<file path="src/rtl/if_read_burst_controller.sv">
// Moves IFMap words from the FWFT input buffer into the scratchpad.
// Each grant moves BURST_LEN words, and set_status pulses once when a burst completes.
module if_read_burst_controller #(
    parameter int unsigned BURST_LEN = 4,
    parameter int unsigned PAD_DEPTH = 8,
    parameter int unsigned ADDR_W    = 3
) (
    input  logic              clk,
    input  logic              rst,
    input  logic              clear,
    input  logic              IFMap_can_write,
    input  logic              buffer_valid,
    output logic              buffer_read_enable,
    output logic              pad_wen,
    output logic [ADDR_W-1:0] pad_waddr,
    output logic              pad_counter_enable,
    output logic              set_status,
    output logic              busy
);

    localparam int unsigned CNT_W = (BURST_LEN > 1) ? $clog2(BURST_LEN) : 1;
    localparam logic [ADDR_W-1:0] LAST_ADDR = ADDR_W'(PAD_DEPTH - 1);
    localparam logic [CNT_W-1:0]  LAST_CNT  = CNT_W'(BURST_LEN - 1);

    typedef enum logic [1:0] {
        IDLE = 2'd0,
        XFER = 2'd1,
        DONE = 2'd2
    } state_t;

    state_t            state;
    logic [ADDR_W-1:0] wptr;
    logic [CNT_W-1:0]  word_cnt;
    logic              xfer;

    // Pop and write happen in the same cycle the head word is valid, so no buffer underflow.
    assign xfer               = (state == XFER) & buffer_valid & IFMap_can_write;
    assign buffer_read_enable = xfer;
    assign pad_wen            = xfer;
    assign pad_counter_enable = xfer;
    assign pad_waddr          = wptr;

    always_ff @(posedge clk or posedge rst) begin
        if (rst) begin
            state      <= IDLE;
            wptr       <= '0;
            word_cnt   <= '0;
            set_status <= 1'b0;
            busy       <= 1'b0;
        end else if (clear) begin
            // A word written in this cycle is kept, but the burst is dropped without status.
            state      <= IDLE;
            wptr       <= '0;
            word_cnt   <= '0;
            set_status <= 1'b0;
            busy       <= 1'b0;
        end else begin
            case (state)
                IDLE: begin
                    set_status <= 1'b0;
                    word_cnt   <= '0;
                    if (IFMap_can_write && buffer_valid) begin
                        state <= XFER;
                        busy  <= 1'b1;
                    end else begin
                        busy  <= 1'b0;
                    end
                end
                XFER: begin
                    if (xfer) begin
                        wptr     <= (wptr == LAST_ADDR) ? '0 : wptr + ADDR_W'(1);
                        word_cnt <= word_cnt + CNT_W'(1);
                        if (word_cnt == LAST_CNT) begin
                            state      <= DONE;
                            set_status <= 1'b1;
                        end
                    end
                end
                DONE: begin
                    state      <= IDLE;
                    word_cnt   <= '0;
                    set_status <= 1'b0;
                    busy       <= 1'b0;
                end
                default: begin
                    state      <= IDLE;
                    word_cnt   <= '0;
                    set_status <= 1'b0;
                    busy       <= 1'b0;
                end
            endcase
        end
    end

endmodule

</file>
<file path="config.mk">
export PLATFORM = sky130hd
export DESIGN_NAME = if_read_burst_controller
export DESIGN_NICKNAME = d
export VERILOG_FILES = /design/src/rtl/if_read_burst_controller.sv
export SDC_FILE = /design/constraint.sdc
export NUM_CORES = 1
export LEC_CHECK = 0
export ABC_CLOCK_PERIOD_IN_PS = 1600
export BUFFER_PORTS_ARGS = -buffer_cell sky130_fd_sc_hd__buf_2
export CAP_MARGIN = 10
export CELL_PAD_IN_SITES_DETAIL_PLACEMENT = 1
export CELL_PAD_IN_SITES_GLOBAL_PLACEMENT = 1
export CORE_UTILIZATION = 37
export DETAILED_ROUTE_END_ITERATION = 10
export GPL_ROUTABILITY_DRIVEN = 0
export PLACE_DENSITY_LB_ADDON = 0.1
export SETUP_SLACK_MARGIN = 0.02
export SLEW_MARGIN = 5
export SYNTH_ARGS = -nofsm -noshare
export SYNTH_HDL_FRONTEND = slang
export SYNTH_SLANG_ARGS = --single-unit
</file>
<file path="constraint.sdc">
create_clock -name clk -period 1.6 [get_ports clk]
set_input_delay 0.32 -clock clk [delete_from_list [all_inputs] [get_ports clk]]
set_output_delay 0.32 -clock clk [all_outputs]
set_load 0.02 [all_outputs]
</file>
Word-level counts from Yosys, hierarchy flattened:

Cells that the tools add are included.

* add/subtract/negate cells: 2
* equality and inequality tests: 7
* muxes and demuxes: 19
* bitwise operators: 2
* reductions and logical operators: 7

Operators with widths (count)
* 2-bit 2-to-1 mux: 7
* 3-bit 2-to-1 mux: 4
* 1-bit 2-to-1 mux: 6
* 3-bit != test, second input constant: 2
* 2-bit one-hot mux with 2 select lines: 1
* 2-bit AND reduction: 2
* 2-bit nonzero test: 2
* 3-bit by 1-bit adder with 3-bit output, second input constant: 1
* 3-bit equality test, second input constant: 1
* 3-bit by 2-bit != test with 1-bit output, second input constant: 1
* 3-bit AND reduction: 1
* 2-bit by 1-bit adder with 2-bit output, second input constant: 1
* 1-bit AND: 2
* 2-bit by 1-bit equality test with 1-bit output, second input constant: 1
* 2-bit equality test, second input constant: 1
* 2-bit zero test: 1
* 2-bit != test, second input constant: 1
* 1-bit one-hot mux with 2 select lines: 1
* 1-bit logical AND: 1

* flip-flop bits (word level): 9
* bits of input ports: 5
* output and inout port bits: 8

Logic depth before layout (Yosys ltp):

Gate-level depths: netlist of run 1.

* word-level depth: 6
* depth in mapped cells: 4
* depth with buffers taken out: 4

Worst setup path after synthesis of run 1:

OpenSTA, ideal clock, no wires.

* path type: flip-flop to output port
* from: register state[1]
* to: output port pad_counter_enable
* arrival time: 0.910 ns
* data required time: 1.280 ns
* path slack: 0.370 ns
* stages on the path, launching flop included: 4
* path buffers: 2
* path through: dfrtp_1 -> and4b_1 -> buf_6 -> buf_4

* cells in the longest elaborated chain, start to end: 3

Ends and longest elaborated chain
* start: declaration: line 31 `state_t state;`
* start signal: assignment: line 45 `state <= IDLE;`
* start signal: assignment: line 52 `state <= IDLE;`
* start signal: assignment: line 63 `state <= XFER;`
* 2-bit by 1-bit equality test with 1-bit output: line 37 `assign xfer = (state == XFER) & buffer_valid & IFMap_can_write;`
* 1-bit AND (2 in series): line 37
* end: declaration: line 16 `output logic pad_counter_enable,`

Every way passes these cells.

Worst setup path after layout of run 1:

* from: register state[1]
* to: output port pad_wen

* cells in the longest elaborated chain, start to end: 3

Ends and longest elaborated chain
* 2-bit by 1-bit equality test with 1-bit output: line 37
* 1-bit AND (2 in series): line 37
* end: declaration: line 14 `output logic pad_wen,`

Every way passes these cells.

==> metrics.yaml, run 1 <==
status: "complete, no violations"
syn_area_um2: 505
synth_seq_area_share_pct: 44.6
grt_pass1_vias: 381
grt_usage_pct: 15.4
syn2layout_area_growth_pct: 13.1
setup_slack_ns: 0.0540
hold_path.class: "in2async"
cp.required_ns: 1.28
ys_seq_elements: 9
dr.pass1.iters: 2
core_region_area_um2: 1190
max_stage_delay_ns: 0.41
crit_buf_inv: 1
grt_overflow_total: 0
clockBufferDepth: 2
cts_made_buffers: 3
antenna_cells: 0
postLayoutCoreUtil_pct: 48.2
first_iter_violations: 2
syn_inst: 45
final_common_cell: "buf_2"
wl_um: 967
antenna_found_initial: 0
setup_violations: 0
critPathTopFamily: "flip-flops"
holdWs_ns: 0.0180
cp_max_fo: 6
num_rows: 12
grt_pass1_wl_um: 1540
ant_nets: 0
ys_warn_count: 0
end_kind: "output pin"
grt_start_max_net_pins: 10
fin_tns_setup_ns: 0
fillers: 145
die_w_um: 39.0
via_count: 369
start_util_pct: 42.6
powerDensity_nw_per_um2: 791
io_pins: 13
drcViolationCount: 0
drive_gt1_share_pct: 35.1
cts.reportedPaths.clkPinSlew_ns: 0.06
nNetsFinal: 66
tightest_slew_ns: 0.354
clock_sinks: 9
avgSynthCellArea_um2: 11.2
arrival_ns: 1.23
cpMaxStageDelayCell: "dfrtp_1"
rsz0062_at_grt: "true"
ys_types: 21
hpwl_um: 712
fin_crit_ns: 1.55
hold_viol_final: 0
peakVddDrop_mv: 0.407
fin_skew_ns: 0.00423
finalCritPeriodShare_pct: 96.6
cts_hold_buffers: 0
p_leak_nw: 0.295
die_area_um2: 1520
dp.cells: 66
path_cells: "and4b_2, buf_2"
tritoncts: "done"
clk_latency_ns: 0.25
relSlewSlack_pct: 76.3
port_buffers: 12
crit_type: "reg2out"
cts_max_level: 1
slew_violations: 0
post-place-ws_ns: 0.208
max_freq_ghz: 0.647
dieHeight_um: 39.0
drt-wirelength-per-cell_um: 13.6
cts_root_buf: "clkbuf_4"
worst_setup_path_start_kind: "register"
layout_common_cells: "11 x buf_2, 9 x dfrtp_1, 4 x a21oi_1, 4 x nand2b_1"
synthesis.nets: 53
fin_cells: 71
cap_violations: 0
viasPerCell: 5.20
## kinds of logic after synthesis
| family | Yosys count | synth area share, % |
|---|---|---|
| compound gates | 7 | 9.41 |
| fa+ha+maj | 3 | 7.43 |
| mux | 3 | 6.93 |
| simple gates | 16 | 20.5 |
| flops | 9 | 44.6 |
| buf+inv | 7 | 11.1 |
## flip-flops by register name (all words and copies together), names as in the netlist
signal	count
busy	1
pad_waddr	3
state	2
set_status	1
word_cnt	2
## area by class of cell
type | count | area (um^2) | share of cell area, %
repair buffers | 13 | 70.1 | 12.3
multi-input cells | 29 | 225 | 39.4
clock buffers | 4 | 26.3 | 4.60
inverters | 2 | 7.51 | 1.31
well taps | 14 | 17.5 | 3.06
flip-flops and latches | 9 | 225 | 39.4
## power breakdown
| part | internal, mW | total [mW] | switching (mW) |
|---|---|---|---|
| clock | 0.0959 | 0.173 | 0.0768 |
| sequential | 0.232 | 0.236 | 0.00404 |
| combinational | 0.0177 | 0.0440 | 0.0263 |
## cell usage after synthesis
library cell  count  share of area, %
dfrtp_1           9                45
a21oi_1           4               4.0
nand2b_1          4               4.9
buf_6             3               6.7
ha_1              3               7.4
a21bo_2           2               4.0
buf_4             2               3.0
inv_1             2               1.5
mux2i_1           2               4.0
nand3_1           2               2.0
nand3b_1          2               3.0
a211oi_1          1               1.5
and2b_1           1               1.5
and4_1            1               1.7
and4b_1           1               2.0
mux2_4            1               3.0
nand2_1           1              0.74
nor2_1            1              0.74
nor3_1            1              0.99
nor4_1            1               1.2
or3b_1            1               1.7
## metal layers
| metal | GRT usage [%] | share of wire, % |
|---|---|---|
| met5 | 0 | 0 |
| met4 | 5.17 | 0 |
| met3 | 5.20 | 3.5 |
| met2 | 24.6 | 50 |
| met1 | 19.1 | 47 |
## repair_timing
action                                  in CTS  in global routing
endpoints found under the setup margin       3                  3
pin swaps                                    0                  1
buffers inserted                             0                  1
gates resized for setup                      1                  1
## path summary, 6_finish.rpt
path                       cells after the start                        to  slack (ns)                  from
max                                            2                   pad_wen        0.05  state[1]$_DFFE_PP0P_
min                                            2   word_cnt[1]$_DFFE_PP0P_        0.02                   rst
min reg2reg                                    1      state[0]$_DFFE_PP0P_        0.50  state[1]$_DFFE_PP0P_
min in group clk                               2          busy$_DFFE_PP0N_        0.33                 clear
max reg2reg                                    3  pad_waddr[1]$_DFFE_PP0P_        0.36  state[1]$_DFFE_PP0P_
max in group asynchronous                      2  pad_waddr[2]$_DFFE_PP0P_        1.32                   rst
## per-stage QoR
stage / instance area, um^2 / total power, mW
floorplan: 505 / 0.275
global placement: 534 / 0.280
detailed placement: 534 / 0.283
CTS: 562 / 0.458
global route: 572 / 0.479
finish: 572 / 0.452
Power figures use the tool's default switching activity.
==> inputs of run 2 (changes only) <==
--- a/config.mk
+++ b/config.mk
@@ -8,12 +8,10 @@
 export ABC_CLOCK_PERIOD_IN_PS = 1600
 export BUFFER_PORTS_ARGS = -buffer_cell sky130_fd_sc_hd__buf_2
 export CAP_MARGIN = 10
-export CELL_PAD_IN_SITES_DETAIL_PLACEMENT = 1
-export CELL_PAD_IN_SITES_GLOBAL_PLACEMENT = 1
-export CORE_UTILIZATION = 37
+export CORE_AREA = 2 2 39 41
 export DETAILED_ROUTE_END_ITERATION = 10
+export DIE_AREA = 0 0 41 43
 export GPL_ROUTABILITY_DRIVEN = 0
-export PLACE_DENSITY_LB_ADDON = 0.1
 export SETUP_SLACK_MARGIN = 0.02
 export SLEW_MARGIN = 5
 export SYNTH_ARGS = -nofsm -noshare
==> run 2 against run 1 <==
Die area is 16% higher. First-iteration DRC count grew 50%. Routed wire length shrank 15%. Largest power group unchanged. Critical endpoint is now pad_counter_enable.
==> metrics.yaml, run 2 (synthesis results as in run 1) <==
clk_latency_ns: 0.25  # about the same
fillers: 135  # -6.9%
setup_violations: 0  # unchanged
fin_tns_setup_ns: 0  # unchanged
dr.pass1.iters: 4  # +2
met1_length_um: 386  # -15%
cp.required_ns: 1.28  # about the same
r2r-start: "state[1]$_DFFE_PP0P_"
grt_pass1_wl_um: 1470  # -4.5%
fin_cells: 75  # +5.6%
cts_made_buffers: 3  # unchanged
arrival_ns: 1.17  # -0.06 ns
grt_pass1_vias: 356  # -6.6%
num_rows: 14  # +2
clock_sinks: 9  # unchanged
grt_start_max_net_pins: 10  # unchanged
ant_nets: 0  # unchanged
die_w_um: 41  # +5.2%
rr_worst_depth: 3  # unchanged
clockBufferDepth: 2  # unchanged
layout_common_cells: "12 x buf_2, 9 x dfrtp_1, 4 x a21oi_1, 4 x nand2b_1"
antenna_found_initial: 0  # unchanged
cap_violations: 0  # unchanged
tritoncts: "done"
start_util_pct: 36.5  # -6.1 points
fin_skew_ns: 0.000486  # -0.00374 ns
io_pins: 13  # unchanged
hold_viol_final: 0  # unchanged
p_leak_nw: 0.306  # +3.7%
drcViolationCount: 0  # unchanged
final_common_cell: "buf_2"
relSlewSlack_pct: 76.4  # about the same
hpwl_um: 626  # -12%
rsz0062_at_grt: "false"
via_count: 362  # -1.9%
crit_type: "reg2out"
slew_violations: 0  # unchanged
grt_overflow_total: 0  # unchanged
regToRegSetupSlack_ns: 0.34  # -0.02 ns
end_kind: "output pin"
powerDensity_nw_per_um2: 768  # -2.9%
cts_max_level: 1  # unchanged
cts.reportedPaths.clkPinSlew_ns: 0.06  # about the same
cts_root_buf: "clkbuf_4"
wl_met3_um: 52  # +53%
met2_length_um: 380  # -21%
dieHeight_um: 43  # +10%
nNetsFinal: 68  # +3.0%
rr_endpoint: "pad_waddr[0]$_DFFE_PP0P_"
critical_path.startpoint: "state[1]$_DFFE_PP0P_"
first_iter_violations: 3  # +1
largest_register_ffs: 3  # unchanged
dp.cells: 68  # +3.0%
die_area_um2: 1760  # +16%
finalPower_uw: 451  # -0.39%
port_buffers: 12  # unchanged
syn2layout_area_growth_pct: 16.1
fin_crit_ns: 1.49  # -0.0574 ns
highest_layer: "met4"
grt_usage_pct: 12.6  # -2.8 points
tightest_slew_ns: 0.354  # -0.000724 ns
drt-wirelength-per-cell_um: 11.0  # -19%
core_region_area_um2: 1380  # +17%
antenna_cells: 0  # unchanged
max_freq_ghz: 0.672  # +3.9%
wl_um: 823  # -15%
hold_path.class: "in2async"
viasPerCell: 4.83  # -7.1%
peakVddDrop_mv: 0.457  # +12%
drive_gt1_share_pct: 37.3  # +2.2 points
status: "complete, no violations"
finalCritPeriodShare_pct: 93.0  # -3.6 points
cp_max_fo: 6  # unchanged
worst_setup_path_start_kind: "register"
run 2: critical path, stage by stage, from the launching register on:
cell and delay (ns):
dfrtp_1 0.40, and4b_2 0.34, buf_2 0.18
run 2: power by group:
part | switching, mW | leakage, nW | total, mW | internal [mW]
clock | 0.0747 | 0.0150 | 0.170 | 0.0958
sequential | 0.00393 | 0.124 | 0.236 | 0.232
combinational | 0.0256 | 0.167 | 0.0445 | 0.0188
total | 0.104 | 0.306 | 0.451 | 0.346
run 2: area by class of cell:
class | instances | area, um^2 | share of cell area, %
Multi-Input combinational cell | 29 | 225 | 38.4
Clock buffer | 4 | 26.3 | 4.48
Sequential cell | 9 | 225 | 38.4
Timing Repair Buffer | 15 | 82.6 | 14.1
Tap cell | 16 | 20.0 | 3.41
Inverter | 2 | 7.51 | 1.28
run 2: how the worst max path moves through the flow:
stage / to
2_1_floorplan: pad_counter_enable
3_3_place_gp: pad_wen
3_5_place_dp: pad_counter_enable
4_1_cts: pad_counter_enable
5_1_grt: pad_wen
6_report: pad_counter_enable
run 2: timing repair:
action,4_1_cts,5_1_grt
pin swaps,0,0
endpoints found under the setup margin,3,3
hold buffers,0,0
buffers inserted,0,3
resized for setup,1,0
run 2: through the flow:
stage / setup WS, ns / hold WS, ns / util (%) / area [um^2]
after global routing: 0.0493 / 0.0442 / 42.4 / 587
after global placement: 0.225 / 0.302 / 38.8 / 537
after floorplan: 0.370 / 0.148 / - / 505
final: 0.111 / 0.0184 / 42.4 / 587
after CTS: 0.0444 / 0.0251 / 40.8 / 564
after detailed placement: 0.213 / 0.308 / 38.8 / 537
run 2: per-layer routing:
layer	vias to the layer above	GRT usage [%]
met5	-	0
met4	0	8.00
met3	2	4.71
met2	9	17.2
met1	167	16.0
li1	184	-
